===== src/rtl/led_pattern_gen.sv =====
// Multi-channel LED pattern generator: OFF/ON/BLINK/BREATHE per channel, shared PWM counter and
// shared tick prescaler, configured one channel at a time over a valid/ready port.
module led_pattern_gen #(
  parameter int unsigned CLK_HZ   = 12_000_000,
  parameter int unsigned TICK_HZ  = 1000,
  parameter int unsigned NUM_CH   = 3,
  parameter int unsigned PWM_BITS = 8,
  localparam int unsigned CW      = (NUM_CH > 1) ? $clog2(NUM_CH) : 1
) (
  input  logic                clk,
  input  logic                rst,
  input  logic                cfg_valid,
  output logic                cfg_ready,
  input  logic [CW-1:0]       cfg_ch,
  input  logic [1:0]          cfg_mode,
  input  logic [15:0]         cfg_period,
  input  logic [PWM_BITS-1:0] cfg_duty,
  output logic                cfg_err,
  output logic [NUM_CH-1:0]   led_n
);

  localparam int unsigned DIV = CLK_HZ / TICK_HZ;
  localparam int unsigned PW  = (DIV > 2) ? $clog2(DIV) : 1;

  localparam logic [PW-1:0]       PrescLast = PW'(DIV - 1);
  localparam logic [PW-1:0]       PrescOne  = PW'(1);
  localparam logic [PWM_BITS-1:0] LvlOne    = PWM_BITS'(1);

  localparam logic [1:0] ModeOff     = 2'd0;
  localparam logic [1:0] ModeOn      = 2'd1;
  localparam logic [1:0] ModeBlink   = 2'd2;
  localparam logic [1:0] ModeBreathe = 2'd3;

  logic [PW-1:0]       r_presc;
  logic [PWM_BITS-1:0] r_pwm;
  logic                r_ready;
  logic                r_err;
  logic [NUM_CH-1:0]   r_led_n;

  logic                w_tick;
  logic                w_accept;
  logic                w_ch_ok;
  logic [NUM_CH-1:0]   w_lit;

  assign w_tick   = (r_presc == PrescLast);
  assign w_accept = cfg_valid & r_ready;
  assign w_ch_ok  = (32'(cfg_ch) < NUM_CH);

  always_ff @(posedge clk) begin
    if (rst) begin
      r_presc <= '0;
      r_pwm   <= '0;
      r_ready <= 1'b0;
      r_err   <= 1'b0;
      r_led_n <= '1;
    end else begin
      r_presc <= w_tick ? '0 : r_presc + PrescOne;
      r_pwm   <= r_pwm + LvlOne;
      r_ready <= 1'b1;
      r_err   <= w_accept & ~w_ch_ok;
      r_led_n <= ~w_lit;
    end
  end

  for (genvar g = 0; g < NUM_CH; g++) begin : g_ch
    logic [1:0]          r_mode;
    logic [15:0]         r_period;
    logic [15:0]         r_tcnt;
    logic [PWM_BITS-1:0] r_duty;
    logic [PWM_BITS-1:0] r_level;
    logic                r_phase_off;
    logic                r_down;
    logic                w_load;
    logic                w_expire;
    logic [15:0]         w_last;
    logic [PWM_BITS-1:0] w_eff;

    assign w_load   = w_accept && (32'(cfg_ch) == g);
    // A programmed period of 0 behaves like 1.
    assign w_last   = (r_period == 16'd0) ? 16'd0 : r_period - 16'd1;
    assign w_expire = w_tick && (r_tcnt == w_last);

    always_ff @(posedge clk) begin
      if (rst) begin
        r_mode      <= ModeOff;
        r_period    <= '0;
        r_duty      <= '0;
        r_tcnt      <= '0;
        r_level     <= '0;
        r_phase_off <= 1'b0;
        r_down      <= 1'b0;
      end else if (w_load) begin
        // Load takes priority over a coincident expire, which is dropped.
        r_mode      <= cfg_mode;
        r_period    <= cfg_period;
        r_duty      <= cfg_duty;
        r_tcnt      <= '0;
        r_level     <= '0;
        r_phase_off <= 1'b0;
        r_down      <= 1'b0;
      end else if (w_tick) begin
        if (w_expire) begin
          r_tcnt      <= '0;
          r_phase_off <= ~r_phase_off;
          if (r_mode == ModeBreathe) begin
            if (r_duty == '0) begin
              r_level <= '0;
            end else if (!r_down) begin
              if (r_level < r_duty) begin
                r_level <= r_level + LvlOne;
              end else begin
                r_down  <= 1'b1;
                r_level <= r_level - LvlOne;
              end
            end else begin
              if (r_level != '0) begin
                r_level <= r_level - LvlOne;
              end else begin
                r_down  <= 1'b0;
                r_level <= r_level + LvlOne;
              end
            end
          end
        end else begin
          r_tcnt <= r_tcnt + 16'd1;
        end
      end
    end

    always_comb begin
      w_eff = '0;
      unique case (r_mode)
        ModeOn:      w_eff = r_duty;
        ModeBlink:   w_eff = r_phase_off ? '0 : r_duty;
        ModeBreathe: w_eff = r_level;
        default:     w_eff = '0;
      endcase
    end

    assign w_lit[g] = (r_pwm < w_eff);
  end

  assign cfg_ready = r_ready;
  assign cfg_err   = r_err;
  assign led_n     = r_led_n;

endmodule


===== config.mk =====
export PLATFORM = sky130hd
export DESIGN_NAME = led_pattern_gen
export DESIGN_NICKNAME = d
export VERILOG_FILES = /design/src/rtl/led_pattern_gen.sv
export SDC_FILE = /design/constraint.sdc
export NUM_CORES = 1
export LEC_CHECK = 0
export ABC_AREA = 0
export BUFFER_PORTS_ARGS = -buffer_cell sky130_fd_sc_hd__buf_4
export CORE_AREA = 4 4 176 178
export CTS_CLUSTER_SIZE = 8
export DETAILED_ROUTE_END_ITERATION = 7
export DIE_AREA = 0 0 180 182
export PLACE_DENSITY = 0.64
export SKIP_LAST_GASP = 1
export SYNTH_ARGS = -nofsm -noshare
export SYNTH_HDL_FRONTEND = slang
export SYNTH_SLANG_ARGS = --single-unit

===== constraint.sdc =====
create_clock -name clk -period 6.52 [get_ports clk]
set_input_delay 0.978 -clock clk [delete_from_list [all_inputs] [get_ports clk]]
set_output_delay 0.978 -clock clk [all_outputs]
set_load 0.005 [all_outputs]

# == Word-level counts from Yosys, hierarchy flattened ==
# Index checks and enable logic that the tools add are counted.
# op_classes
n_addsub,14
order_cmp,7
n_eq_ne,15
muxes,34
n_bitwise,10
n_reduce_logical,29
# ops
operator,n
two-way mux 8 bit,15
two-way mux 16 bit,6
one-hot mux 8 bit (3 select lines),3
adder 16 x 1 -> 16 bit (second input constant),3
== test 16 bit,3
logical NOT 16 bit,3
less-than comparator 8 bit,6
subtractor 16 x 1 -> 16 bit (second input constant),3
adder 8 x 1 -> 8 bit (second input constant),4
logical NOT 8 bit,3
nonzero test 8 bit,3
subtractor 8 x 1 -> 8 bit (second input constant),3
adder 14 x 1 -> 14 bit (second input constant),1
== test 14 bit (second input constant),1
== test 2 bit (second input constant),7
AND reduction 4 bit,3
two-way mux 1 bit,10
AND reduction 3 bit,3
== test 2 x 1 -> 1 bit (second input constant),4
OR reduction 2 bit,4
inverter 1 bit,7
logical AND 1 bit,6
AND reduction 2 bit,3
inverter 3 bit,1
3 further kinds,4
# word_totals
regBits,183
in_bits,31
output_inout_bits,5
word_cells,135

# == Longest topological paths before layout ==
# Gate-level depths: netlist of run 1.
# depth
depth_word,5
ltp_mapped,14
depth_no_buf,11

# == Worst setup path after synthesis of run 1 ==
# Ideal clock, no wire load.
# synth_timing
kind,reg2reg
start,register g_ch[0].r_period[2]
end,register g_ch[0].r_level[2]
setup_time_ps,120
arrival_ps,3156
required_time_ps,6400
slack_ps,3244
path_stages_with_launch,12
n_path_buf,3
synth_period_minus_slack_ps,3276
cell_sequence,dfxtp_1 buf_6 or4_4 buf_6 or3_1 xor2_1 a211oi_1 or3_1 or4_1 buf_2 o21a_4 a211o_1
# synth_between
elab_chain_len,5
word_cells_on_any_way,6
cone_classes,1 x add/sub; 1 x eq/ne; 1 x mux; 3 x reduce/logical
# synth_lines
element,line,source
start: declaration,67,logic [15:0] r_period;
start signal: assignment,95,r_period <= cfg_period;
subtractor 16 x 1 -> 16 bit / logical NOT 16 bit (equally long branches),80,assign w_last = (r_period == 16'd0) ? 16'd0 : r_period - 16'd1;
two-way mux 16 bit *,80,
== test 16 bit *,81,assign w_expire = w_tick && (r_tcnt == w_last);
logical AND 1 bit *,81,
AND reduction 3 bit (no line) *,-,
end signal: assignment,110,r_level <= r_level + LvlOne;
end signal: assignment,113,r_level <= r_level - LvlOne;
end signal: assignment,117,r_level <= r_level - LvlOne;
end: declaration,70,logic [PWM_BITS-1:0] r_level;
# Every way passes the cells marked *; elsewhere a longest branch is shown, timed or not.
# A chain may end at the register's enable or synchronous reset.

# == Worst setup path after layout of run 1 ==
# layout_timing
start,register r_presc[0]
end,register g_ch[0].r_level[5]
# layout_between
elab_chain_len,3
# layout_lines
element,line,source
start: declaration,34,logic [PW-1:0] r_presc;
start signal: assignment,57,r_presc <= w_tick ? '0 : r_presc + PrescOne;
== test 14 bit *,45,assign w_tick = (r_presc == PrescLast);
logical AND 1 bit,81,
AND reduction 3 bit (no line) *,-,
# Marked as above.

==> impl_metrics.env, run 1 <==
export IMPL_vias_per_cell=5.626
export IMPL_dp_slack_ps=2725
export IMPL_synthTopCellsByCount="nand2_1, dfxtp_1, nor2_1"
export IMPL_fillers=2967
export IMPL_max_stage_delay_ps=900
export IMPL_dieArea_sq_um=32760
export IMPL_clk_latency_ps=440
export IMPL_core_area_sq_um=29400
export IMPL_yosys_register_bits=183
export IMPL_via_count=10820
export IMPL_ios=36
export IMPL_syn_nets=1634
export IMPL_crit_required_ps=6850
export IMPL_grt_remaining_overflow=0
export IMPL_powerDensity_nw_per_um2=206.7
export IMPL_worstSetupStartpoint="r_presc[0]"
export IMPL_post_cts_buffers=0
export IMPL_grt_max_degree=51
export IMPL_ir_drop_uv=140.0
export IMPL_grt_pass1_vias=10040
export IMPL_whs_ps=476.1
export IMPL_path_class="flip-flop to flip-flop"
export IMPL_tns_ps=0
export IMPL_async_reset_ff_share_pct=0
export IMPL_cts_sinks=183
export IMPL_nNetsFinal=1610
export IMPL_synthCells=1544
export IMPL_drtIter0Drc=711
export IMPL_final_hold_viol_count=0
export IMPL_die_x_um=180
export IMPL_ys_top_cells_by_area="dfxtp_1, nand2_1, ha_1"
export IMPL_cts_hold_buf=0
export IMPL_yosysTopAreaCell="dfxtp_1"
export IMPL_hold_class="flip-flop to flip-flop"
export IMPL_gp_congestion=0.9287
export IMPL_ys_flop_type="dfxtp_1"
export IMPL_slew_violations=0
export IMPL_synth_top_area_share_pct=31.43
export IMPL_cts_resized=0
export IMPL_die_h_um=182
export IMPL_cts_buffers_inserted=17
export IMPL_cts_buffer_depth=2
export IMPL_yosysWarningCount=0
export IMPL_grtUsageTotal_pct=18.58
export IMPL_cpMaxStageDelayCell="nor4_1"
export IMPL_slew_headroom_pct=22.44
export IMPL_antenna_cells=0
export IMPL_grt_pass1_wl_um=51300
export IMPL_tightestPinTransition_ps=1153
export IMPL_dpl_cell_area_sq_um=12120
export IMPL_max_freq_mhz=259.7
export IMPL_fin_skew_ps=15.95
export IMPL_arrival_ps=4180
export IMPL_route_detailed_drc=0
export IMPL_area_delta_synth_final_pct=9.082
export IMPL_critPathMaxFanout=8
export IMPL_maxCapViolCount=0
export IMPL_synth_area_per_cell_sq_um=7.549
export IMPL_yosysMostFrequentCell="nand2_1"
export IMPL_cts_tree="done"
export IMPL_drtPass1Iterations=6
export IMPL_cts_root_buf="clkbuf_16"
export IMPL_io_buffers=35
export IMPL_htreeDepth=4
export IMPL_setup_violations=0
export IMPL_min_delay_start="r_presc[0]"
export IMPL_reg2reg_from="r_presc[0]"
export IMPL_rows=63
export IMPL_start_util_pct=39.64
export IMPL_synth_enable_flop_cells=0
export IMPL_p_leak_nw=4.662
export IMPL_layout_setup_ws_ps=2670
export IMPL_cp_end_kind="flip-flop"
export IMPL_antenna_found_initial=0
export IMPL_seq_area_frac_synth_pct=31.43
export IMPL_wl_um=30600
export IMPL_startpoint_type="flip-flop"
export IMPL_final_antenna_net_count=0
export IMPL_final_area_sq_um=12710
export IMPL_outcome="completed"
export IMPL_post_dp_hpwl_um=22860
export IMPL_clkTransAtPathRegs_ps=70
export IMPL_fin_crit_sh_pct=59.05
export IMPL_cp_cell_sequence="ha_1 > and4_1 > nand2_1 > nor4_1 > nand3_1 > nor4b_2 > nand4_1 > or4_1 > o21a_4 > a211o_1"
export IMPL_synth_cell_types=81
export IMPL_syn_cell_area_sq_um=11650
export IMPL_rsz0062_at_grt="false"
export IMPL_wire_per_inst_um=15.91
export IMPL_drive_gt1_share_pct=6.980
export IMPL_finalCriticalPeriod_ps=3850
## cell type report
cell class              instances  area (sq um)  area share (%)
flip-flops and latches        183          3664           28.82
clock buffers                  17         425.4           3.346
multi-input cells            1219          7450           58.60
inverters                      59         221.5           1.742
repair buffers                 40         300.3           2.362
well taps                     390         488.0           3.838
clock inverters                15         165.2           1.299
## sequential cells by signal (all words and copies together), names as in the netlist, 6 cells and up
signal         cells
g_ch.r_tcnt       48
r_pwm              8
g_ch.r_mode        6
r_presc           14
g_ch.r_duty       24
g_ch.r_level      24
g_ch.r_period     48
## cells in the final DEF, fill, tap and decap left out, drive strengths merged, types with 7 or more instances in the layout
master,Yosys,final
a211o,9,9
a211oi,8,8
a21o,7,7
a21oi,130,130
a22o,8,8
a22oi,17,17
a31oi,9,9
and2,12,12
and3,17,17
buf,7,40
clkbuf,76,17
dfxtp,183,183
ha,59,59
inv,59,65
mux2i,14,14
nand2,255,255
nand2b,9,9
nand3,75,75
nand4,34,34
nor2,163,163
nor2b,14,14
nor3,36,36
nor3b,10,10
nor4,29,29
o211ai,7,7
o21a,11,11
o21ai,44,44
or2,12,12
or3,18,18
or4,9,9
xnor2,59,59
xor2,48,48
## layer usage
layer,wire [um],GRT usage [%],up-vias,share of wire [%]
met5,0,0,-,0
met4,455,4.176,0,1.5
met3,1660,3.365,34,5.4
met2,13510,29.17,295,44
met1,14980,26.65,5092,49
li1,-,-,5397,-
## where the power goes
group / switching (mW) / leakage [nW] / internal [mW]
clock network: 0.503 / 0.283 / 0.544
logic: 0.245 / 2.90 / 0.168
registers: 0.0312 / 1.48 / 1.14
total: 0.780 / 4.66 / 1.85
## critical path, delay by kind of cell (launching register included)
kind	cells	cell delay, ps
AO/OA/AOI/OAI	2	610
adder cells (fa/ha/maj)	1	240
flip-flops	1	380
AND/OR/NAND/NOR	7	2510
## path summary, 6_finish.rpt
path | slack, ps | to | cells past startpoint
max reg2reg | 2670 | g_ch[0].r_level[5] | 10
min reg2reg | 480 | r_presc[0] | 1
max | 2670 | g_ch[0].r_level[5] | 10
min | 480 | r_presc[0] | 1
## per-stage QoR
step / instances / power, mW / utilization, %
floorplan: 1544 / 1.492 / -
global placement: 1891 / 1.595 / 41.23
detailed placement: 1891 / 1.600 / 41.23
CTS: 1923 / 2.643 / 43.24
global route: 1923 / 2.753 / 43.24
finish: 1923 / 2.628 / 43.24
## cells by family after synthesis
logic type	Yosys count	synth area share, %
and+or+nand+nor	720	30.02
AOI/OAI and AO/OA	313	17.54
DFF	183	31.43
buffers and inverters	142	4.756
xor gates and xnor gates	108	8.234
adders and majority gates	59	6.334
muxes	19	1.685
No activity file was read; power rests on OpenSTA's default activity.
==> run 2: changes to the inputs <==
- PLACE_DENSITY: 0.64 -> 0.66
- clock period: 6.52 -> 3.2 ns (I/O delays scaled with it)
==> impl_metrics.env, run 2 (synthesized netlist as in run 1, its figures left out) <==
export IMPL_outcome="completed"
export IMPL_grtUsageTotal_pct=19.87
export IMPL_final_antenna_net_count=0
export IMPL_switchingPower_mw=1.659
export IMPL_drive_gt1_share_pct=13.47
export IMPL_grt_remaining_overflow=0
export IMPL_cts_tree="done"
export IMPL_grt_max_degree=57
export IMPL_final_common_cell="nand2_1"
export IMPL_antenna_cells=0
export IMPL_slew_violations=0
export IMPL_fin_skew_ps=20.49
export IMPL_reg_largest_list="g_ch.r_period (48), g_ch.r_tcnt (48)"
export IMPL_via_count=11160
export IMPL_route_detailed_drc=0
export IMPL_drtIter0Drc=772
export IMPL_ir_drop_uv=285.8
export IMPL_gp_congestion=0.9201
export IMPL_htreeDepth=4
export IMPL_regArea_sq_um=3669
export IMPL_max_freq_mhz=312.5
export IMPL_dieArea_sq_um=32760
export IMPL_max_stage_delay_ps=570
export IMPL_arrival_ps=3530
export IMPL_seq_power_share_pct=43.3
export IMPL_wl_um=33200
export IMPL_crit_required_ps=3530
export IMPL_cp_top_family="simple AND/OR/NAND/NOR gates"
export IMPL_die_x_um=180
export IMPL_cpMaxStageDelayCell="or4_4"
export IMPL_final_hold_viol_count=0
export IMPL_area_delta_synth_final_pct=16.29
export IMPL_clk_latency_ps=450
export IMPL_reg2reg_depth=9
export IMPL_min_delay_start="cfg_duty[7]"
export IMPL_clkTransAtPathRegs_ps=80
export IMPL_r2r_slack_ps=0.4
export IMPL_mostFrequentLayoutCells="nand2_1, dfxtp_1, nor2_1, a21oi_1, buf_4"
export IMPL_p_leak_nw=5.159
export IMPL_io_buffers=35
export IMPL_grt_pass1_wl_um=54390
export IMPL_cp_end_kind="flip-flop"
export IMPL_combPwrFrac_pct=18.2
export IMPL_antenna_found_initial=0
export IMPL_post_dp_hpwl_um=24870
export IMPL_cts_buffer_depth=2
export IMPL_finalCriticalPeriod_ps=3200
export IMPL_core_area_sq_um=29400
export IMPL_die_h_um=182
export IMPL_whs_endpoint="g_ch[1].r_duty[7]"
export IMPL_start_util_pct=39.64
export IMPL_slew_headroom_pct=48.29
export IMPL_multiInputGateArea_sq_um=7572
export IMPL_rsz0062_at_grt="true"
export IMPL_intPower_mw=3.803
export IMPL_p_sw_share_pct=30.37
export IMPL_p_total_mw=5.462
export IMPL_cp_cell_sequence="or4_4 > o41ai_4 > nand2_1 > a21bo_1 > nor4b_2 > nand4_1 > or4_4 > o21a_4 > a211o_1"
export IMPL_path_class="flip-flop to flip-flop"
export IMPL_cts_buffers_inserted=17
export IMPL_grt_pass1_vias=10570
export IMPL_cp_common_cell="or4_4"
export IMPL_setup_violations=0
export IMPL_tightestPinTransition_ps=775.6
export IMPL_vias_per_cell=5.536
export IMPL_powerDensity_nw_per_um2=403.0
export IMPL_dpl_cell_area_sq_um=12820
export IMPL_worstHoldPathCells=3
export IMPL_wire_per_inst_um=16.47
export IMPL_hold_class="input port to flip-flop"
export IMPL_rows=63
export IMPL_cts_sinks=183
export IMPL_r2r_end="g_ch[0].r_level[5]"
export IMPL_critPathMaxFanout=8
export IMPL_nNetsFinal=1703
export IMPL_ios=36
export IMPL_fin_crit_sh_pct=99.99
export IMPL_final_area_sq_um=13550
export IMPL_p_clk_share_pct=38.5
export IMPL_startpoint_type="flip-flop"
export IMPL_fillers=2882
export IMPL_path_buf_inv=0
export IMPL_reg2reg_from="g_ch[0].r_period[6]"
export IMPL_cts_root_buf="clkbuf_16"
export IMPL_maxCapViolCount=0
export IMPL_drtPass1Iterations=5
==> run 2: cell types whose count changed in the layout (fill, tap and decap cells not counted), sizes merged <==
cell | before | now
bufinv | 1 | 0
inv | 65 | 69
clkinv | 6 | 5
buf | 40 | 133
clkinvlp | 2 | 0
==> run 2: cell type report <==
cell class,instances,area share (%)
Clock buffer,17,3.139
Timing Repair Buffer,133,7.561
Inverter,59,1.634
Clock inverter,15,1.126
Tap cell,390,3.600
Sequential cell,183,27.07
Multi-Input combinational cell,1219,55.87
==> run 2: routing by layer <==
metal	vias up	GRT usage, %	part of all wire (%)
met1	5219	27.17	46
met4	0	5.517	2.1
met3	48	3.145	5.7
met5	-	0	0
met2	315	32.64	46
li1	5579	-	-
==> run 2: metrics by stage <==
step / setup WS, ps / TNS (ps) / instances / hold WS [ps] / utilization (%)
after global routing: -115.6 / -947.5 / 2016 / 307.9 / 46.10
final: 0.3555 / 0 / 2016 / 312.1 / 46.10
after detailed placement: -21.32 / -56.38 / 1979 / 471.8 / 43.59
after CTS: 10.23 / 0 / 2014 / 300.2 / 45.65
after global placement: -4.913 / -19.07 / 1979 / 460.9 / 43.59
after floorplan: 13.87 / 0 / 1544 / 430.2 / -
==> run 2: worst max-delay path by stage <==
stage                        startpoint            endpoint  cells past startpoint
floorplan           g_ch[0].r_period[3]  g_ch[0].r_level[2]                     10
global placement    g_ch[0].r_period[4]  g_ch[0].r_level[5]                      8
detailed placement  g_ch[0].r_period[6]  g_ch[0].r_level[2]                      9
CTS                 g_ch[0].r_period[3]  g_ch[0].r_level[2]                      9
global route        g_ch[0].r_period[6]  g_ch[0].r_level[2]                      9
finish              g_ch[0].r_period[6]  g_ch[0].r_level[5]                      9
==> run 2: worst reg2reg max path, cell delays in order, from the launching register on <==
cell and delay (ps):
dfxtp_2 320, or4_4 570, o41ai_4 370, nand2_1 120
a21bo_1 210, nor4b_2 250, nand4_1 160, or4_4 540
o21a_4 250, a211o_1 290
==> run 2: power groups by stage <==
stage                     clock network, mW  logic, mW  registers, mW
final                                  2.10      0.993           2.36
after global placement                    0      0.935           2.41
after detailed placement                  0      0.943           2.42
after CTS                              2.15      0.958           2.36
after global routing                   2.24       1.09           2.37
after floorplan                           0      0.641           2.40
==> run 2: what timing repair did <==
item,4_1_cts,5_1_grt
pin swaps,6,14
gates resized for setup,2,20
hold buffers,0,0
setup buffers,3,2
hold endpoints to repair,0,0
cloned,0,1
setup endpoints to repair,4,55
==> run 3: changes to the inputs <==
- CTS_CLUSTER_DIAMETER: not set -> 120
- PLACE_DENSITY: 0.66 -> 0.64
- clock period: 3.2 -> 3.76 ns (I/O delays scaled with it)
==> impl_metrics.env, run 3 (synthesized netlist as in run 1, its figures left out) <==
export IMPL_fin_crit_sh_pct=92.50
export IMPL_max_freq_mhz=287.5
export IMPL_maxCapViolCount=0
export IMPL_antenna_cells=0
export IMPL_cts_resized=0
export IMPL_p_leak_nw=4.783
export IMPL_cts_buffers_inserted=17
export IMPL_grt_remaining_overflow=0
export IMPL_start_util_pct=39.64
export IMPL_outcome="completed"
export IMPL_ios=36
export IMPL_drive_gt1_share_pct=8.296
export IMPL_whs_ps=371.7
export IMPL_wire_per_inst_um=16.32
export IMPL_combPwrFrac_pct=15.8
export IMPL_grt_max_degree=59
export IMPL_drtPass1Iterations=5
export IMPL_cp_end_kind="flip-flop"
export IMPL_final_antenna_net_count=0
export IMPL_p_clk_share_pct=40.6
export IMPL_slew_headroom_pct=31.04
export IMPL_reg_largest_list="g_ch.r_period (48), g_ch.r_tcnt (48)"
export IMPL_switchingPower_mw=1.415
export IMPL_htreeDepth=4
export IMPL_max_stage_delay_ps=730
export IMPL_startpoint_type="flip-flop"
export IMPL_path_buf_inv=0
export IMPL_cp_common_cell="nand4_1"
export IMPL_cts_tree="done"
export IMPL_hold_class="input port to flip-flop"
export IMPL_slew_violations=0
export IMPL_critPathMaxFanout=8
export IMPL_p_sw_share_pct=30.46
export IMPL_cts_root_buf="clkbuf_16"
export IMPL_mostFrequentLayoutCells="nand2_1, dfxtp_1, nor2_1, a21oi_1, nand3_1"
export IMPL_vias_per_cell=5.616
export IMPL_grt_pass1_vias=10180
export IMPL_cts_hold_buf=0
export IMPL_antenna_found_initial=2
export IMPL_rows=63
export IMPL_drtIter0Drc=815
export IMPL_cp_top_family="simple AND/OR/NAND/NOR gates"
export IMPL_gp_congestion=0.8813
export IMPL_dieArea_sq_um=32760
export IMPL_grt_pass1_wl_um=52410
export IMPL_rsz0062_at_grt="false"
export IMPL_tightestPinTransition_ps=1033
export IMPL_path_class="flip-flop to flip-flop"
export IMPL_finalCriticalPeriod_ps=3478
export IMPL_die_x_um=180
export IMPL_tns_ps=0
export IMPL_arrival_ps=3800
export IMPL_route_detailed_drc=0
export IMPL_cpMaxStageDelayCell="or4_1"
export IMPL_cp_cell_sequence="nor4_4 > nand4_1 > or4b_1 > a32oi_1 > xor2_1 > nand4_1 > or4_1 > o21ai_0 > a21oi_1"
export IMPL_post_cts_buffers=0
export IMPL_area_delta_synth_final_pct=10.64
export IMPL_die_h_um=182
export IMPL_core_area_sq_um=29400
export IMPL_intPower_mw=3.231
export IMPL_post_dp_hpwl_um=23730
export IMPL_final_common_cell="nand2_1"
export IMPL_clk_latency_ps=450
export IMPL_powerDensity_nw_per_um2=360.3
export IMPL_via_count=10920
export IMPL_cts_sinks=183
export IMPL_nNetsFinal=1632
export IMPL_grtUsageTotal_pct=19.13
export IMPL_clkTransAtPathRegs_ps=80
export IMPL_cts_buffer_depth=2
export IMPL_seq_power_share_pct=43.5
export IMPL_wl_um=31740
export IMPL_setup_violations=0
export IMPL_crit_required_ps=4080
export IMPL_fin_skew_ps=16.14
export IMPL_final_hold_viol_count=0
export IMPL_io_buffers=35
export IMPL_ir_drop_uv=202.0
==> run 3: changes by cell type in the layout (fill, tap and decap cells not counted), sizes merged <==
cell and change:
inv -3, clkinvlp +1, bufinv +1, clkinv +1, buf -71
==> run 3: routing by layer <==
layer,track usage (%),share of wire [%],up-vias
met5,0,0.085,-
met4,5.699,2.2,4
met3,3.786,6.4,55
met2,30.69,44,290
met1,26.14,47,5140
li1,-,-,5435
==> run 3: layout make-up <==
cell class,instances,area (sq um)
timing repair buffer,62,465.4
sequential,183,3664
fill,2983,16510
multi-input combinational,1219,7450
tap,390,488.0
clock buffer,17,425.4
clock inverter,15,181.4
inverter,59,221.5
==> run 3: per-stage QoR <==
step	utilization [%]	worst slack, ps	cell area, sq um	power [mW]	std cells
after global placement	41.74	401.8	12270	2.786	1911
after global routing	43.86	24.17	12890	4.848	1945
final	43.86	282.1	12890	4.647	1945
after floorplan	-	484.0	11650	2.587	1544
after CTS	43.81	246.7	12880	4.673	1943
after detailed placement	41.74	307.7	12270	2.794	1911
==> run 3: worst min-delay path: stages <==
cell     delay [ps]
buf_4           120
nand2_1          50
a21oi_1          50
==> run 3: power groups by stage <==
stage,sequential (mW),combinational (mW),clock [mW]
3_3_place_gp,2.07,0.720,0
6_report,2.02,0.736,1.89
2_1_floorplan,2.04,0.544,0
3_5_place_dp,2.07,0.726,0
5_1_grt,2.03,0.818,2.00
4_1_cts,2.02,0.731,1.92
==> run 3: worst paths after layout <==
| kind | cells after the start | end | start | slack [ps] |
|---|---|---|---|---|
| min | 3 | g_ch[1].r_period[8] | cfg_period[8] | 370 |
| max | 9 | g_ch[2].r_level[4] | g_ch[2].r_period[2] | 280 |
| min reg2reg | 1 | r_presc[0] | r_presc[0] | 470 |
| max reg2reg | 9 | g_ch[2].r_level[4] | g_ch[2].r_period[2] | 280 |
